==> src/rtl/n1_ips_pkg.sv <==
// n1_ips_pkg: shared types for the intermediate parameter stack cache.
// Holds the cell width, the FSM state enum and the cell-array opcodes.
package n1_ips_pkg;

  localparam int unsigned CELL_W = 16;

  typedef enum logic [1:0] {
    ST_IDLE,
    ST_SPILL,
    ST_FILL_ADJ,
    ST_FILL_RD
  } ips_st_e;

  typedef enum logic [2:0] {
    OP_NONE,
    OP_PUSH,
    OP_PULL,
    OP_REPL,
    OP_SPILL,
    OP_FILL
  } cell_op_e;

endpackage

==> src/rtl/n1_ips_cells.sv <==
// n1_ips_cells: DEPTH-cell stack cache, cell 0 is top of stack.
// Ports: clk_i, async_rst_i, clr_i (sync clear), op_i/dat_i (operation),
//        top_o (cell 0), bot_o (cell DEPTH-1), cnt_o (occupied cells).
module n1_ips_cells
  import n1_ips_pkg::*;
#(
  parameter int unsigned DEPTH = 4,
  localparam int unsigned CW = $clog2(DEPTH + 1)
) (
  input  logic              clk_i,
  input  logic              async_rst_i,
  input  logic              clr_i,
  input  cell_op_e          op_i,
  input  logic [CELL_W-1:0] dat_i,
  output logic [CELL_W-1:0] top_o,
  output logic [CELL_W-1:0] bot_o,
  output logic [CW-1:0]     cnt_o
);

  logic [CELL_W-1:0] cell_q [DEPTH];
  logic [CELL_W-1:0] cell_d [DEPTH];
  logic [CW-1:0]     cnt_q;
  logic [CW-1:0]     cnt_d;

  // Cells at or beyond cnt are kept zero so an emptied cache reads 0.
  // Only a replace on an empty cache leaves data in cell 0.
  always_comb begin
    cell_d = cell_q;
    cnt_d  = cnt_q;
    if (clr_i) begin
      cell_d = '{default: '0};
      cnt_d  = '0;
    end else begin
      unique case (op_i)
        OP_PUSH: begin
          cell_d[0] = dat_i;
          for (int i = 1; i < int'(DEPTH); i++)
            cell_d[i] = (i <= int'(cnt_q)) ? cell_q[i-1] : '0;
          cnt_d = cnt_q + CW'(1);
        end
        OP_PULL: begin
          for (int i = 0; i < int'(DEPTH) - 1; i++)
            cell_d[i] = cell_q[i+1];
          cell_d[DEPTH-1] = '0;
          if (cnt_q != '0)
            cnt_d = cnt_q - CW'(1);
        end
        OP_REPL: cell_d[0] = dat_i;
        OP_SPILL: begin
          cell_d[DEPTH-1] = '0;
          cnt_d = cnt_q - CW'(1);
        end
        OP_FILL: begin
          for (int i = 0; i < int'(DEPTH); i++)
            if (i == int'(cnt_q))
              cell_d[i] = dat_i;
          cnt_d = cnt_q + CW'(1);
        end
        default: ;
      endcase
    end
  end

  always_ff @(posedge clk_i or negedge async_rst_i) begin
    if (!async_rst_i) begin
      cell_q <= '{default: '0};
      cnt_q  <= '0;
    end else begin
      cell_q <= cell_d;
      cnt_q  <= cnt_d;
    end
  end

  assign top_o = cell_q[0];
  assign bot_o = cell_q[DEPTH-1];
  assign cnt_o = cnt_q;

endmodule

==> src/rtl/n1_ips.sv <==
// n1_ips: register stack cache that spills to / fills from RAM.
// Ports: ups2ips_* request side, ips2ups_* ack/top/{ovf,unf}; ips2ram_* /
//        ram2ips_* RAM bus; ips2dsp_psh/pul/rst_o AGU pulses, dsp2ips_lsp_i.
// Macro N1_IPS_PREFETCH_EN enables autonomous fills when cache runs low.
module n1_ips
  import n1_ips_pkg::*;
#(
  parameter int unsigned SP_WIDTH = 12,
  parameter int unsigned DEPTH    = 4
) (
  input  logic                clk_i,
  input  logic                async_rst_i,
  input  logic                ups2ips_push_i,
  input  logic                ups2ips_pull_i,
  input  logic                ups2ips_clr_i,
  input  logic [CELL_W-1:0]   ups2ips_dat_i,
  output logic                ips2ups_ack_o,
  output logic [CELL_W-1:0]   ips2ups_dat_o,
  output logic [1:0]          ips2ups_err_o,
  output logic                ips2ram_cyc_o,
  output logic                ips2ram_we_o,
  output logic [SP_WIDTH-1:0] ips2ram_adr_o,
  output logic [CELL_W-1:0]   ips2ram_dat_o,
  input  logic                ram2ips_ack_i,
  input  logic [CELL_W-1:0]   ram2ips_dat_i,
  output logic                ips2dsp_psh_o,
  output logic                ips2dsp_pul_o,
  output logic                ips2dsp_rst_o,
  input  logic [SP_WIDTH-1:0] dsp2ips_lsp_i
);

  localparam int unsigned CW = $clog2(DEPTH + 1);
  localparam logic [SP_WIDTH:0] RC_ONE = {{SP_WIDTH{1'b0}}, 1'b1};

  ips_st_e           state_q, state_d;
  logic [SP_WIDTH:0] rcnt_q, rcnt_d;
  logic              ovf_q, ovf_d;
  logic              unf_q, unf_d;

  cell_op_e          op;
  logic [CELL_W-1:0] cell_dat;
  logic [CELL_W-1:0] top, bot;
  logic [CW-1:0]     cnt;

  logic full, empty, rfull, rempty;
  assign full   = (cnt == CW'(DEPTH));
  assign empty  = (cnt == '0);
  assign rfull  = rcnt_q[SP_WIDTH];
  assign rempty = (rcnt_q == '0);

  n1_ips_cells #(.DEPTH(DEPTH)) u_cells (
    .clk_i       (clk_i),
    .async_rst_i (async_rst_i),
    .clr_i       (ups2ips_clr_i),
    .op_i        (op),
    .dat_i       (cell_dat),
    .top_o       (top),
    .bot_o       (bot),
    .cnt_o       (cnt)
  );

  always_comb begin
    state_d       = state_q;
    rcnt_d        = rcnt_q;
    ovf_d         = ovf_q;
    unf_d         = unf_q;
    op            = OP_NONE;
    cell_dat      = ups2ips_dat_i;
    ips2ups_ack_o = 1'b0;
    ips2ram_cyc_o = 1'b0;
    ips2ram_we_o  = 1'b0;
    ips2dsp_psh_o = 1'b0;
    ips2dsp_pul_o = 1'b0;
    unique case (state_q)
      ST_IDLE: begin
        if (ups2ips_push_i && ups2ips_pull_i) begin
          ips2ups_ack_o = 1'b1;
          op = OP_REPL;
        end else if (ups2ips_push_i) begin
          if (!full) begin
            ips2ups_ack_o = 1'b1;
            op = OP_PUSH;
          end else if (rfull) begin
            ips2ups_ack_o = 1'b1;
            ovf_d = 1'b1;
          end else begin
            state_d = ST_SPILL;
          end
        end else if (ups2ips_pull_i) begin
          if (!empty) begin
            ips2ups_ack_o = 1'b1;
            op = OP_PULL;
          end else if (rempty) begin
            // Shift in the zero below so the top reads 0.
            ips2ups_ack_o = 1'b1;
            unf_d = 1'b1;
            op = OP_PULL;
          end else begin
            state_d = ST_FILL_ADJ;
          end
        end
`ifdef N1_IPS_PREFETCH_EN
        else if ((cnt <= CW'(1)) && !rempty) begin
          state_d = ST_FILL_ADJ;
        end
`else
        else begin
          state_d = ST_IDLE;
        end
`endif
      end
      ST_SPILL: begin
        ips2ram_cyc_o = 1'b1;
        ips2ram_we_o  = 1'b1;
        if (ram2ips_ack_i) begin
          ips2dsp_psh_o = 1'b1;
          op      = OP_SPILL;
          rcnt_d  = rcnt_q + RC_ONE;
          state_d = ST_IDLE;
        end
      end
      ST_FILL_ADJ: begin
        // AGU moves lsp onto the newest RAM entry before the read.
        ips2dsp_pul_o = 1'b1;
        state_d = ST_FILL_RD;
      end
      ST_FILL_RD: begin
        ips2ram_cyc_o = 1'b1;
        if (ram2ips_ack_i) begin
          op       = OP_FILL;
          cell_dat = ram2ips_dat_i;
          rcnt_d   = rcnt_q - RC_ONE;
          state_d  = ST_IDLE;
        end
      end
      default: state_d = ST_IDLE;
    endcase
    if (ups2ips_clr_i) begin
      state_d       = ST_IDLE;
      rcnt_d        = '0;
      ovf_d         = 1'b0;
      unf_d         = 1'b0;
      op            = OP_NONE;
      ips2ups_ack_o = 1'b0;
      ips2dsp_psh_o = 1'b0;
      ips2dsp_pul_o = 1'b0;
    end
  end

  always_ff @(posedge clk_i or negedge async_rst_i) begin
    if (!async_rst_i) begin
      state_q <= ST_IDLE;
      rcnt_q  <= '0;
      ovf_q   <= 1'b0;
      unf_q   <= 1'b0;
    end else begin
      state_q <= state_d;
      rcnt_q  <= rcnt_d;
      ovf_q   <= ovf_d;
      unf_q   <= unf_d;
    end
  end

  assign ips2ups_dat_o = top;
  assign ips2ups_err_o = {ovf_q, unf_q};
  assign ips2ram_adr_o = dsp2ips_lsp_i;
  assign ips2ram_dat_o = bot;
  assign ips2dsp_rst_o = ups2ips_clr_i;

endmodule

==> config.mk <==
export PLATFORM = sky130hd
export DESIGN_NAME = n1_ips
export DESIGN_NICKNAME = d
export VERILOG_FILES = /design/src/rtl/n1_ips_pkg.sv /design/src/rtl/n1_ips_cells.sv /design/src/rtl/n1_ips.sv
export SDC_FILE = /design/constraint.sdc
export NUM_CORES = 1
export LEC_CHECK = 0
export ABC_CLOCK_PERIOD_IN_PS = 7700
export BUFFER_PORTS_ARGS = -buffer_cell sky130_fd_sc_hd__buf_2
export CORE_ASPECT_RATIO = 0.8
export CORE_MARGIN = 8
export CORE_UTILIZATION = 51
export CTS_CLUSTER_DIAMETER = 60
export DETAILED_ROUTE_END_ITERATION = 10
export PLACE_DENSITY_LB_ADDON = 0.08
export SETUP_SLACK_MARGIN = 0.02
export SLEW_MARGIN = 20
export SYNTH_ARGS = -nofsm -noshare
export SYNTH_HDL_FRONTEND = slang
export SYNTH_HIERARCHICAL = 1
export SYNTH_SLANG_ARGS = --single-unit
==> constraint.sdc <==
create_clock -name clk_i -period 7.7 [get_ports clk_i]
set_clock_uncertainty 0.15 [all_clocks]
set_input_delay 0.385 -clock clk_i [delete_from_list [all_inputs] [get_ports clk_i]]
set_output_delay 0.385 -clock clk_i [all_outputs]
set_load 0.05 [all_outputs]
Word-level counts from Yosys, hierarchy flattened
Cells that the tools add are included.
{ "classes": {"addsub": 4, "order_cmp": 3, "n_eq_ne": 27, "n_mux": 69, "n_reduce_logical": 31} }
{ "ops": {"columns": ["op", "n"], "rows": [
  ["2-to-1 mux 16 bit", 9],
  ["one-hot mux 16 bit (3 select lines)", 2],
  ["one-hot mux 32 bit (3 select lines)", 1],
  ["2-to-1 mux 64 bit", 1],
  ["2-to-1 mux 13 bit", 3],
  ["2-to-1 mux 1 bit", 30],
  ["one-hot mux 13 bit (2 select lines)", 1],
  ["2-to-1 mux 2 bit", 12],
  ["2-to-1 mux 3 bit", 7],
  ["one-hot mux 3 bit (3 select lines)", 2],
  ["nonzero test 4 bit", 4],
  ["inequality test 3 x 2 -> 1 bit, second input constant", 5],
  ["nonzero test 2 bit", 7],
  ["adder 13 x 1 -> 13 bit, second input constant", 1],
  ["zero test 13 bit", 1],
  ["subtractor 13 x 1 -> 13 bit, second input constant", 1],
  ["AND reduction 6 bit", 2],
  ["inequality test 5 bit, second input constant", 2],
  ["AND reduction 2 bit", 5],
  ["equality test 3 bit, second input constant", 3],
  ["inequality test 3 bit, second input constant", 3],
  ["inequality test 4 bit, second input constant", 2],
  ["OR reduction 2 bit", 4],
  ["equality test 3 x 2 -> 1 bit, second input constant", 2],
  ["other kinds (19)", 24]
]} }
{ "totals": {"ff_bits": 84, "in_bits": 50, "output_inout_bits": 52, "word_cells": 143} }

Logic depth before layout (Yosys ltp)
{ "logic_depth": {"word_depth": 12, "ltp_mapped": 13, "depth_no_buf": 9} }

Modules after synthesis
The synthesis kept the hierarchy.
{ "modules_own_cells": {"columns": ["module", "n_inst", "cells_each", "area_each_um2", "seq_area_each_um2"], "rows": [
  ["n1_ips_cells", 1, 421, 4097.7, 1676.6],
  ["n1_ips", 1, 207, 1679.1, 425.4]
]} }

Worst setup path after synthesis
No wires, ideal clock.
{ "synth_timing": {"path_type": "flip-flop to flip-flop", "startpoint": "register rcnt_q[8]", "endpoint": "register u_cells.cell_q, in the netlist u_cells/bot_o[10]", "setup_time_ns": 0.121, "arrival_time_ns": 2.739, "t_required_ns": 7.429, "slack_ns": 4.690, "path_stages_with_launch": 12, "path_buffers": 3, "period_less_slack_ns": 3.010, "path_cell_list": "dfrtp_1 -> buf_2 -> or4_1 -> nor2_1 -> a31oi_1 -> nor3_1 -> buf_6 -> nor3b_4 -> nor3_2 -> buf_2 -> a22o_1 -> a22o_1"} }
{ "synth_between": {"elab_chain_len": 12, "elab_cells_between_ends": 18, "cone_classes": "5 x eq/ne; 9 x mux; 4 x reduce/logical"} }
{ "synth_lines": {"columns": ["item", "line_no", "text"], "rows": [
  ["start: declaration", "n1_ips.sv:36", "logic [SP_WIDTH:0] rcnt_q, rcnt_d;"],
  ["start signal: assignment", "n1_ips.sv:158", "rcnt_q <= rcnt_d;"],
  ["zero test 13 bit (*)", "n1_ips.sv:49", "assign rempty = (rcnt_q == '0);"],
  ["2-to-1 mux 2 bit (*)", "n1_ips.sv:93", "end else if (rempty) begin"],
  ["2-to-1 mux 2 bit (*)", "n1_ips.sv:90", "if (!empty) begin"],
  ["2-to-1 mux 2 bit (*)", "n1_ips.sv:89", "end else if (ups2ips_pull_i) begin"],
  ["2-to-1 mux 3 bit (*)", "n1_ips.sv:79", "end else if (ups2ips_push_i) begin"],
  ["2-to-1 mux 3 bit (*)", "n1_ips.sv:76", "if (ups2ips_push_i && ups2ips_pull_i) begin"],
  ["one-hot mux 3 bit (3 select lines) (*)", "n1_ips.sv:74", "unique case (state_q)"],
  ["2-to-1 mux 3 bit (*)", "n1_ips.sv:138", "if (ups2ips_clr_i) begin"],
  ["named net op[1]", "n1_ips.sv:40", "cell_op_e op;"],
  ["equality test 3 bit or equality test 3 x 2 -> 1 bit (tied branches)", "n1_ips_cells.sv:34", "unique case (op_i)"],
  ["OR reduction 2 bit (no line)", null, null],
  ["one-hot mux 16 bit (3 select lines) or nonzero test 4 bit (tied branches)", null, null],
  ["2-to-1 mux 64 bit or AND reduction 2 bit (tied branches)", null, null],
  ["end signal: assignment", "n1_ips_cells.sv:69", "cell_q <= cell_d;"],
  ["end: declaration", "n1_ips_cells.sv:20", "logic [CELL_W-1:0] cell_q [DEPTH];"]
]} }
The timed path passes the listed nets; every way through them passes the cells marked *.
A chain may end at the register's enable or synchronous reset.

Worst setup path in the final report
{ "layout_timing": {"startpoint": "register rcnt_q[8]", "endpoint": "register u_cells/cell_q[32] (netlist name)"} }
{ "layout_between": {"elab_chain_len": 11, "elab_cells_between_ends": 16, "cone_classes": "4 x eq/ne; 9 x mux; 3 x reduce/logical"} }
{ "layout_lines": {"columns": ["item", "line_no"], "rows": [
  ["zero test 13 bit (*)", "n1_ips.sv:49"],
  ["2-to-1 mux 2 bit (*)", "n1_ips.sv:93"],
  ["2-to-1 mux 2 bit (*)", "n1_ips.sv:90"],
  ["2-to-1 mux 2 bit (*)", "n1_ips.sv:89"],
  ["2-to-1 mux 3 bit (*)", "n1_ips.sv:79"],
  ["2-to-1 mux 3 bit (*)", "n1_ips.sv:76"],
  ["one-hot mux 3 bit (3 select lines) (*)", "n1_ips.sv:74"],
  ["2-to-1 mux 3 bit (*)", "n1_ips.sv:138"],
  ["named net op[1]", "n1_ips.sv:40"],
  ["equality test 3 bit (tied with other cells)", "n1_ips_cells.sv:34"],
  ["one-hot mux 32 bit (3 select lines) (tied with other cells)", "n1_ips_cells.sv:34"],
  ["2-to-1 mux 64 bit or AND reduction 2 bit (tied branches)", null]
]} }
Marks and branches as above.

==> results.sh <==
export IMPL_fp_row_count=34
export IMPL_synth_fp_nets=687
export IMPL_grt_max_degree=71
export IMPL_antenna_found_initial=0
export IMPL_wl_per_cell_um=18.90
export IMPL_grt_pass1_wl_um=24010
export IMPL_cts_sinks=84
export IMPL_p_switching_w=0.0005290
export IMPL_ir_drop_mv=0.1724
export IMPL_insertion_delay_ps=340
export IMPL_dr_total_vias=4647
export IMPL_p_seq_frac=0.369
export IMPL_fill_cells=968
export IMPL_ys_ff_latch=84
export IMPL_num_antenna_cells=0
export IMPL_track_usage=0.1971
export IMPL_final_antenna_net_count=0
export IMPL_critPathMaxFanout=16
export IMPL_num_io_pins=102
export IMPL_final_util=0.5585
export IMPL_timing_final_ws_setup_ps=3857
export IMPL_drv_slew=0
export IMPL_grt_setup_unrepaired="false"
export IMPL_nets=690
export IMPL_synth_ff_type="dfrtp_1"
export IMPL_drt_total_wl_um=14730
export IMPL_postCtsResizedCells=0
export IMPL_multi_input_area_um2=2874
export IMPL_swShare=0.3678
export IMPL_wl_met1_um=6629
export IMPL_synth_edff_count=0
export IMPL_syn2layout_area_growth_pct=6.108
export IMPL_io_buffers=77
export IMPL_min_period_ps=3843
export IMPL_syn_area_um2=5777
export IMPL_yosys_area_top_type="dfrtp_1"
export IMPL_drc=0
export IMPL_hold_path_class="in2reg"
export IMPL_dp_slack_ps=3769
export IMPL_yosysUniqueCellTypes=65
export IMPL_fin_area_um2=6130
export IMPL_total_power_w=0.001438
export IMPL_worstPathRequired_ps=7810
export IMPL_die_w_um=135.0
export IMPL_die_area_um2=15010
export IMPL_p_int_w=0.0009092
export IMPL_synth_top_cells_by_count="84 x dfrtp_1, 62 x nor2_1, 55 x inv_1"
export IMPL_critPathArrivalTime_ps=3950
export IMPL_place_area_um2=5816
export IMPL_synth_warnings=6
export IMPL_worst_setup_path_type="reg2reg"
export IMPL_clk_path_buf_depth=2
export IMPL_async_reset_ff_frac=1.000
export IMPL_p_leak_nw=2.830
export IMPL_cpMaxStageDelayCell="nor3_4"
export IMPL_max_stage_delay_ps=930
export IMPL_globalplace_congestion=0.8502
export IMPL_yosysTopAreaCellShare=0.3639
export IMPL_grt_pass1_vias=4642
export IMPL_clock_fmax_ghz=0.2602
export IMPL_clkTransAtPathRegs_ps=60
export IMPL_drt_pass1_iter_count=5
export IMPL_p_per_area_nw_per_um2=234.6
export IMPL_path_cells="or4_1 -> nor2_1 -> a31oi_1 -> nor3_1 -> buf_4 -> nand2b_2 -> a21oi_1 -> nor3_4 -> mux2i_1"
export IMPL_rrSetupSlack_ps=3860
export IMPL_syn_avg_cell_area_um2=9.199
export IMPL_maxCapViolCount=0
export IMPL_outcome="complete, no violations"
export IMPL_relSlewSlack=0.2118
export IMPL_timing_final_crit_share=0.4992
export IMPL_min_path_cells=3
export IMPL_first_iter_violations=402
export IMPL_core_area_um2=10980
export IMPL_cts_tree="yes"
export IMPL_report_final_setup_viol=0
export IMPL_dp_hpwl_um=9419
export IMPL_drive_above_1_share=0.2189
export IMPL_top_layer_used="met4"
export IMPL_route_met3_wl_um=1443
export IMPL_regArea_um2=2102
export IMPL_fin_setup_tns_ps=0
export IMPL_viasPerCell=5.965
export IMPL_p_clk_frac=0.308
export IMPL_synth_area_leaders="dfrtp_1 36%, buf_4 6.9%, mux2i_1 5.7%"
export IMPL_grt_ovfl_total=0
export IMPL_cts_setup_buffers=0
export IMPL_reg2regPathDepth=9
export IMPL_dieHeight_um=111.2
export IMPL_initial_core_util=0.5263
export IMPL_cts_root_buffer="clkbuf_16"
export IMPL_yosysMostFrequentCell="dfrtp_1"
export IMPL_cts_buffers=9
export IMPL_cp_start_kind="register"
export IMPL_p_comb_frac=0.322
export IMPL_routed_wl_met2_um=6477
export IMPL_timing_critical_path_to_type="register"
export IMPL_synth_cells=628
export IMPL_yosysSeqAreaShare=0.3639
export IMPL_worst_pin_slew_ps=1178
export IMPL_cts_max_level=3
export IMPL_finalHoldViolCount=0
through the flow:
stage | hold WS, ps | instances
6_report | 205.2 | 779
5_1_grt | 201.3 | 779
4_1_cts | 201.7 | 779
3_5_place_dp | 106.8 | 763
3_3_place_gp | 103.6 | 763
2_1_floorplan | -60.59 | 628
area by class of cell:
cell class              count  share of cell area
repair buffers             87             0.07593
well taps                 144             0.02939
multi-input cells         394              0.4689
flip-flops and latches     84              0.3429
clock inverters             4            0.007961
clock buffers              11             0.04123
inverters                  55             0.03368
cells by family (layout without fill, tap and decap cells):
group,after synthesis,count (layout),synth area share
AOI/OAI and AO/OA,162,162,0.2075
xor gates and xnor gates,11,11,0.01668
adders and majority gates,9,9,0.01949
buffers and inverters,150,157,0.1397
DFF,84,84,0.3639
muxes,52,52,0.09422
and+or+nand+nor,160,160,0.1585
power by group through the flow:
| stage | logic (W) | clock network (W) | registers [W] |
|---|---|---|---|
| final | 0.000464 | 0.000444 | 0.000531 |
| after global routing | 0.000502 | 0.000473 | 0.000539 |
| after CTS | 0.000461 | 0.000453 | 0.000531 |
| after detailed placement | 0.000459 | 0 | 0.000539 |
| after global placement | 0.000452 | 0 | 0.000536 |
| after floorplan | 0.000374 | 0 | 0.000522 |
what timing repair did:
| item | in CTS | in global routing |
|---|---|---|
| endpoints found under the hold margin | 14 | 0 |
| hold buffers | 1 | 0 |
| setup endpoints to repair | 0 | 0 |
final timing paths:
check / start / to
max: rcnt_q[8]$_DFFE_PN0P_ / u_cells/cell_q[32]$_DFFE_PN0P_
max in group asynchronous: async_rst_i / rcnt_q[11]$_DFFE_PN0P_
min in group asynchronous: async_rst_i / rcnt_q[3]$_DFFE_PN0P_
min: ups2ips_pull_i / state_q[1]$_DFFE_PN0P_
max reg2reg: rcnt_q[8]$_DFFE_PN0P_ / u_cells/cell_q[32]$_DFFE_PN0P_
min reg2reg: u_cells/top_o[8]$_DFFE_PN0P_ / u_cells/top_o[8]$_DFFE_PN0P_
cell usage in the layout (no fill, tap or decap), types with 2 or more instances in the layout:
| master | n |
|---|---|
| a31oi_1 | 4 |
| nor2_1 | 62 |
| and4_1 | 3 |
| inv_1 | 55 |
| or2_2 | 2 |
| o21a_1 | 2 |
| nor2b_1 | 9 |
| or3_1 | 2 |
| a41oi_1 | 2 |
| clkbuf_16 | 9 |
| xnor2_1 | 9 |
| or4_1 | 4 |
| and2b_1 | 11 |
| nor3b_1 | 2 |
| nor4_2 | 2 |
| o21ai_0 | 6 |
| a22o_1 | 33 |
| a21oi_1 | 52 |
| dfrtp_1 | 84 |
| ha_1 | 9 |
| nor3_4 | 2 |
| clkbuf_8 | 2 |
| nand3b_1 | 2 |
| o2bb2ai_1 | 17 |
| nand2_1 | 16 |
| nand2b_1 | 4 |
| buf_2 | 76 |
| and2_1 | 2 |
| clkinv_2 | 2 |
| o221ai_1 | 32 |
| nand3_1 | 9 |
| nand4_1 | 7 |
| buf_4 | 10 |
| mux2_2 | 19 |
| nor3_1 | 5 |
| xor2_1 | 2 |
| nor4_1 | 2 |
| mux2i_1 | 33 |
state kept, by name, summed over array words and instances (netlist names):
signal / count
u_cells/top_o: 16
state_q: 2
u_cells/cell_q: 32
rcnt_q: 13
u_cells/bot_o: 16
ovf_q: 1
u_cells/cnt_o: 3
unf_q: 1
per-layer routing:
| metal | vias up | global-route usage |
|---|---|---|
| met3 | 26 | 0.05027 |
| met2 | 211 | 0.3000 |
| met1 | 2214 | 0.2707 |
| li1 | 2196 | - |
| met5 | - | 0 |
| met4 | 0 | 0.05170 |
worst max-delay path, delay by kind of cell, from the launching register on:
family                 cells  cell delay [ps]
AOI/OAI and AO/OA          2              210
buffers and inverters      1              260
DFF                        1              490
muxes                      1              300
and+or+nand+nor            5             2320
(Power assumes the default switching activity.)
